==> src/rtl/fp_accum_seq.sv <==
// Sequencer that feeds a multi-cycle FP adder as {running_sum, next_operand}.
// It returns the final sum of a programmed-length operand vector.
module fp_accum_seq #(
   parameter int LEN_W   = 8,
   parameter int TIMEOUT = 64
) (
   input  logic             clk,
   input  logic             reset,
   input  logic             go,
   input  logic [LEN_W-1:0] cfg_len,
   input  logic             in_valid,
   input  logic [31:0]      in_data,
   output logic             in_ready,
   output logic             add_start,
   output logic [31:0]      add_a,
   output logic [31:0]      add_b,
   input  logic [31:0]      add_sum,
   input  logic             add_done,
   output logic             out_valid,
   output logic [31:0]      out_data,
   input  logic             out_ready,
   output logic             busy,
   output logic             err_timeout
);

   localparam int TW = $clog2(TIMEOUT) + 1;
   localparam logic [TW-1:0]    TMAX = TW'(TIMEOUT - 1);
   localparam logic [LEN_W-1:0] ONE  = {{(LEN_W-1){1'b0}}, 1'b1};

   localparam logic [2:0] S_IDLE   = 3'd0;
   localparam logic [2:0] S_FIRST  = 3'd1;
   localparam logic [2:0] S_NEXT   = 3'd2;
   localparam logic [2:0] S_ISSUE  = 3'd3;
   localparam logic [2:0] S_GAP    = 3'd4;
   localparam logic [2:0] S_WAIT   = 3'd5;
   localparam logic [2:0] S_RESULT = 3'd6;

   logic [2:0]       state_q, state_d;
   logic [31:0]      acc_q, acc_d;
   logic [LEN_W-1:0] rem_q, rem_d, rem_dec;
   logic [TW-1:0]    timer_q, timer_d;
   logic             in_ready_q, in_ready_d;
   logic             add_start_q, add_start_d;
   logic [31:0]      add_a_q, add_a_d;
   logic [31:0]      add_b_q, add_b_d;
   logic             out_valid_q, out_valid_d;
   logic [31:0]      out_data_q, out_data_d;
   logic             busy_q, busy_d;
   logic             err_q, err_d;

   assign rem_dec = (rem_q != {LEN_W{1'b0}}) ? (rem_q - ONE) : {LEN_W{1'b0}};

   // Next-state logic; every output is derived from the next state so it can be registered.
   always_comb begin
      state_d = state_q;
      acc_d   = acc_q;
      rem_d   = rem_q;
      timer_d = timer_q;
      add_a_d = add_a_q;
      add_b_d = add_b_q;
      err_d   = err_q;
      case (state_q)
         S_IDLE: begin
            if (go) begin
               rem_d   = cfg_len;
               acc_d   = 32'h0000_0000;
               err_d   = 1'b0;
               state_d = (cfg_len == {LEN_W{1'b0}}) ? S_RESULT : S_FIRST;
            end else begin
               state_d = S_IDLE;
            end
         end
         S_FIRST: begin
            if (in_valid && in_ready_q) begin
               acc_d   = in_data;
               rem_d   = rem_dec;
               state_d = (rem_q == ONE) ? S_RESULT : S_NEXT;
            end else begin
               state_d = S_FIRST;
            end
         end
         S_NEXT: begin
            if (in_valid && in_ready_q) begin
               add_a_d = acc_q;
               add_b_d = in_data;
               state_d = S_ISSUE;
            end else begin
               state_d = S_NEXT;
            end
         end
         S_ISSUE: begin
            timer_d = {TW{1'b0}};
            state_d = S_GAP;
         end
         // The adder's done from the previous add is still visible here, so it is not sampled.
         S_GAP: state_d = S_WAIT;
         S_WAIT: begin
            if (add_done) begin
               acc_d   = add_sum;
               rem_d   = rem_dec;
               state_d = (rem_q == ONE) ? S_RESULT : S_NEXT;
            end else if (timer_q == TMAX) begin
               err_d   = 1'b1;
               state_d = S_RESULT;
            end else begin
               timer_d = timer_q + TW'(1);
            end
         end
         S_RESULT: begin
            if (out_ready && out_valid_q) begin
               state_d = S_IDLE;
            end else begin
               state_d = S_RESULT;
            end
         end
         default: state_d = S_IDLE;
      endcase

      in_ready_d  = (state_d == S_FIRST) || (state_d == S_NEXT);
      add_start_d = (state_d == S_ISSUE);
      out_valid_d = (state_d == S_RESULT);
      busy_d      = (state_d != S_IDLE);
      if ((state_d == S_RESULT) && (state_q != S_RESULT)) begin
         out_data_d = acc_d;
      end else begin
         out_data_d = out_data_q;
      end
   end

   // State, datapath and registered outputs.
   always_ff @(posedge clk or posedge reset) begin
      if (reset) begin
         state_q     <= S_IDLE;
         acc_q       <= 32'h0000_0000;
         rem_q       <= {LEN_W{1'b0}};
         timer_q     <= {TW{1'b0}};
         in_ready_q  <= 1'b0;
         add_start_q <= 1'b0;
         add_a_q     <= 32'h0000_0000;
         add_b_q     <= 32'h0000_0000;
         out_valid_q <= 1'b0;
         out_data_q  <= 32'h0000_0000;
         busy_q      <= 1'b0;
         err_q       <= 1'b0;
      end else begin
         state_q     <= state_d;
         acc_q       <= acc_d;
         rem_q       <= rem_d;
         timer_q     <= timer_d;
         in_ready_q  <= in_ready_d;
         add_start_q <= add_start_d;
         add_a_q     <= add_a_d;
         add_b_q     <= add_b_d;
         out_valid_q <= out_valid_d;
         out_data_q  <= out_data_d;
         busy_q      <= busy_d;
         err_q       <= err_d;
      end
   end

   assign in_ready    = in_ready_q;
   assign add_start   = add_start_q;
   assign add_a       = add_a_q;
   assign add_b       = add_b_q;
   assign out_valid   = out_valid_q;
   assign out_data    = out_data_q;
   assign busy        = busy_q;
   assign err_timeout = err_q;

endmodule

==> config.mk <==
export PLATFORM = sky130hd
export DESIGN_NAME = fp_accum_seq
export DESIGN_NICKNAME = d
export VERILOG_FILES = /design/src/rtl/fp_accum_seq.sv
export SDC_FILE = /design/constraint.sdc
export NUM_CORES = 1
export LEC_CHECK = 0
export BUFFER_PORTS_ARGS = -buffer_cell sky130_fd_sc_hd__buf_4
export CAP_MARGIN = 40
export CORE_UTILIZATION = 41
export DETAILED_ROUTE_END_ITERATION = 16
export GPL_ROUTABILITY_DRIVEN = 0
export PLACE_DENSITY = 0.65
export SLEW_MARGIN = 40
export SYNTH_ARGS = -nofsm -noshare
export SYNTH_HDL_FRONTEND = slang
export SYNTH_SLANG_ARGS = --single-unit
==> constraint.sdc <==
create_clock -name clk -period 6.3 [get_ports clk]
set_input_delay 0.945 -clock clk [delete_from_list [all_inputs] [get_ports clk]]
set_output_delay 0.945 -clock clk [all_outputs]
set_load 0.02 [all_outputs]
**Word level (Yosys, flattened, before mapping)**

Index checks and enable logic that the tools add are counted.

- $add $sub $neg: 2
- Muxes and demuxes: 25
- Equal/unequal tests: 19
- Reduce and logical (&&, ||, !) cells: 15

Operators by type and width:

| cell | count |
|---|---|
| $mux 32 | 3 |
| $pmux 32 s3 | 1 |
| $mux 8 | 4 |
| $pmux 8 s3 | 1 |
| $mux 3 | 7 |
| $pmux 3 s7 | 1 |
| $mux 7 | 2 |
| $pmux 7 s2 | 1 |
| $eq 3x2->1 const B | 4 |
| $eq 3x3->1 const B | 4 |
| $ne 2x2->1 const B | 6 |
| $eq 8x1->1 const B | 1 |
| $logic_not 8->1 | 1 |
| $reduce_and 4->1 | 2 |
| $reduce_bool 8->1 | 1 |
| $sub 8x1->8 const B | 1 |
| $add 7x1->7 const B | 1 |
| $eq 7x6->1 const B | 1 |
| $eq 3x1->1 const B | 2 |
| $reduce_bool 3->1 | 2 |
| $mux 1 | 4 |
| $reduce_bool 2->1 | 2 |
| $logic_and 1x1->1 | 3 |
| $logic_not 3->1 | 1 |
| 5 further kinds | 5 |

- Bits in registers: 151
- Output and inout port bits: 101

**Logic depth before layout (Yosys ltp)**

- Depth in word-level cells: 6
- Gate-level depth with buffers: 9
- Mapped depth without buffers: 6

**Least setup slack after synthesis**

OpenSTA, ideal clock, no wires.

- Path type: input port to flip-flop
- From: in add_done
- To: reg out_data_q[0] (netlist: out_data[0])
- Data arrival time: 2.468 ns
- Cell stages on the path: 7
- Path buffers: 2
- Slack: 3.707 ns
- Cell sequence: buf_2 -> or2_2 -> a211oi_2 -> a211o_1 -> nand4b_4 -> buf_6 -> mux2_4

- Longest elaborated chain between the ends: 4
- Elaborated cells between the ends (all ways): 6
- Those cells by class: eq/ne: 1; mux: 4; reduce/logical: 1

RTL lines:

| item | line | RTL |
|---|---|---|
| from (decl) | 18 | `input logic add_done,` |
| $mux 3 | 98 | `if (add_done) begin` |
| $pmux 3 s7 | 62 | `case (state_q)` |
| named net state_d[0] | 38 | `logic [2:0] state_q, state_d;` |
| $eq 3x3->1 | 123 | `if ((state_d == S_RESULT) && (state_q != S_RESULT)) begin` |
| $logic_and 1x1->1 | 123 |  |
| to (signal assigned) | 155 | `out_data_q <= out_data_d;` |
| to (decl) | 47 | `logic [31:0] out_data_q, out_data_d;` |

The timed path passes the listed nets, and every way through them passes these cells.
A chain may end at the register's enable or synchronous reset.

**Worst setup path after layout**

- From: reg state_q[2]
- To: reg out_data_q[20] (netlist: out_data[20])

- Longest elaborated chain between the ends: 5
- Elaborated cells between the ends (all ways): 14
- Those cells by class: eq/ne: 8; mux: 4; reduce/logical: 2

RTL lines:

| item | line | RTL |
|---|---|---|
| from (decl) | 38 |  |
| from (signal assigned) | 146 | `state_q <= state_d;` |
| $mux 3 | 102 | `end else if (timer_q == TMAX) begin` |
| $mux 3 | 98 |  |
| $pmux 3 s7 (*) | 62 |  |
| named net state_d[2] | 38 |  |
| $eq 3x3->1 (*) | 123 |  |
| $logic_and 1x1->1 (*) | 123 |  |

Mark *: on every way through the listed nets, which the timed path passes. The rest lies on a longest branch.

==> results_dict.tcl <==
set metrics [dict create \
    regArea_mm2 0.00378 \
    power_frac_seq_pct 37.2 \
    dp_hpwl_mm 10.7 \
    clock_sinks 151 \
    cts_buffers 17 \
    finalSetupViolations 0 \
    ant_nets 0 \
    cts_buffer_depth 2 \
    rsz0062_at_grt "no" \
    status "finished clean" \
    area_growth_pct 32.5 \
    cts.hold.buffers_added 0 \
    slew_violations 0 \
    final_layout_size_suffix_gt1_share_pct 48.8 \
    synth_fp_nets 555 \
    fp.coreArea_mm2 0.0153 \
    cp_data_required_time_ns 6.59 \
    fp.dieW_um 128 \
    cp_max_fo 33 \
    pwr-share-comb_pct 40.8 \
    viasPerCell 5.23 \
    period_needed_ns 3.20 \
    cts-root-buf "clkbuf_16" \
    async_flop_share_pct 100 \
    rows 45 \
    dp.cells 839 \
    critPathArrivalTime_ns 3.49 \
    synth_top_area_share_pct 58.3 \
    die_y_um 128 \
    die-area_mm2 0.0163 \
    path_class "reg2reg" \
    final_nets 729 \
    syn_avg_cell_area_um2 13.7 \
    path_clk_slew_ns 0.06 \
    antenna_found_initial 0 \
    rr_worst_depth 6 \
    final_cells 871 \
    synthesis.area_mm2 0.00648 \
    tightest_slew_ns 0.797 \
    initial_core_util_pct 42.3 \
    synth-edff-count 0 \
    clockPowerShare_pct 21.9 \
    relSlewSlack_pct 46.9 \
    hold_viol 0 \
    portBuffers 178 \
    setup_ws_ns 3.10 \
    grt-ovfl-total 0 \
    power.static_leakage_uw 0.00456 \
    cap_viol_max_count 0 \
    yosysUniqueCellTypes 48 \
    grt_most_used_layer "met2" \
    wl_mm 15.5 \
    ir_drop_v 0.000250 \
    met3_usage_pct 5.18 \
    holdPathStages 1 \
    clock_latency_ns 0.41 \
    r2r_slack_ns 3.10 \
    use_met1_pct 24.6 \
    syn_inst 473 \
    final_cell_mix "buf_4, dfrtp_1, mux2_2" \
    cts_setup_buffers 0 \
    post_drt_wl_per_cell_um 17.8 \
    r2r-end "out_data[20]" \
    globalRouteMet2Util_pct 33.0 \
    synth-main-ff-cell "dfrtp_1" \
    start_kind "flop" \
    io_pins 179 \
    final_common_cell "buf_4" \
    first_iter_violations 222 \
    min_from "acc_q[2]" \
    drc 0 \
    worstSetupEndpointType "flop" \
    intPower_uw 2820 \
    finalSetupTns_ns 0 \
    ys_seq_area_share_pct 58.3 \
    timing.final.crit_share_pct 50.8 \
    hold_end "acc_q[2]" \
    finalClockSkew_ns 0.00946 \
    synth_seq_cells 151 \
    fill_cells 1306 \
    h-tree-depth 4 \
    antenna_cells 0 \
    yosysTopAreaCell "dfrtp_1" \
    cts_resized 0 \
    grt_usage_pct 19.7 \
    cts_tree "built" \
    clock.fmax_mhz 312 \
    vias 4552 \
    swShare_pct 36.3 \
    min_path_type "reg2reg" \
    ys_warn_count 0 \
    powerDensity_mw_per_mm2 516 \
    synth_area_leaders "dfrtp_1, mux2_2, mux2_4" \
    first_pass_iters 5 \
    grt_first_pass_wirelength_mm 24.7 \
    multi_input_area_mm2 0.00252 \
    switching_power_uw 1600 \
    grt_pass1_vias 4702 \
    reg2reg_from "state_q[2]" \
    grt_max_degree 88 \
    pre_cts_ws_ns 2.74 \
]
worst max-delay path, cell delays in order, from the launching register on:
cell and delay [ns]:
dfrtp_1 0.69, and4b_2 0.87, a21oi_1 0.11, o211ai_2 0.34, nand4b_4 0.41, buf_12 0.33
mux2_4 0.31
power groups by stage:
stage / Sequential, uW / Combinational (uW) / Clock, uW
finish: 1650 / 1810 / 971
global route: 1700 / 1940 / 1030
CTS: 1650 / 1830 / 996
detailed placement: 1650 / 1830 / 0
global placement: 1640 / 1750 / 0
floorplan: 1890 / 863 / 0
flip-flops by register name (all words and copies together), names as in the netlist:
register	count
add_a	32
err_timeout	1
rem_q	8
busy	1
acc_q	32
out_data	32
add_b	32
state_q	3
out_valid	1
timer_q	7
add_start	1
in_ready	1
cell usage after synthesis (2+ instances only):
master,count
a211oi_1,2
a21o_1,32
a21oi_1,13
a22o_1,34
a22oi_1,4
a41oi_1,2
and2_1,3
and3_1,4
and3b_1,2
buf_2,14
buf_4,2
buf_6,3
clkbuf_1,11
dfrtp_1,151
ha_1,4
inv_1,9
mux2_2,66
mux2_4,30
nand2_1,7
nand3_1,5
nand4_1,2
nor2_1,18
nor2b_1,2
nor3_1,6
nor3b_1,2
nor4_1,4
o21ai_0,17
o31ai_1,2
o41ai_1,2
xor2_1,2
routing by layer:
metal / routed length, um / vias up
li1: - / 2092
met1: 6630 / 2299
met2: 7810 / 146
met3: 897 / 15
met4: 187 / 0
met5: 0 / -
worst max path at each step:
stage          startpoint           end
6_report       state_q[2]  out_data[20]
2_1_floorplan       reset      acc_q[0]
3_3_place_gp     add_done  out_data[23]
3_5_place_dp     add_done  out_data[23]
4_1_cts        state_q[2]  out_data[25]
5_1_grt        state_q[2]  out_data[19]
per-stage QoR:
| step | util (%) | instance area [um2] | hold WS (ns) | power (uW) |
|---|---|---|---|---|
| after global placement | 52.0 | 7970 | 0.474 | 3390 |
| after detailed placement | 52.3 | 8020 | 0.486 | 3480 |
| final | 56.1 | 8580 | 0.498 | 4430 |
| after global routing | 56.1 | 8580 | 0.524 | 4670 |
| after CTS | 56.0 | 8580 | 0.500 | 4470 |
| after floorplan | - | 6480 | 0.460 | 2750 |
logic make-up (layout without fill, tap and decap cells):
group / Yosys count / in the layout / synth area share (%)
adder cells (fa/ha/maj): 4 / 4 / 0.773
buffers and inverters: 39 / 226 / 2.99
AND/OR/NAND/NOR: 61 / 61 / 5.18
flip-flops: 151 / 151 / 58.3
AO/OA/AOI/OAI: 120 / 120 / 14.0
XOR/XNOR: 2 / 2 / 0.270
multiplexers: 96 / 96 / 18.4
final cells by class:
type                       instances  share of cell area [%]
timing repair buffer             185                    16.5
inverter                           9                   0.481
tap                              211                    3.08
sequential                       151                    44.0
clock buffer                      18                    5.00
multi-input combinational        283                    29.4
clock inverter                    14                    1.54
Note: power is estimated with default switching activity, not from simulation.
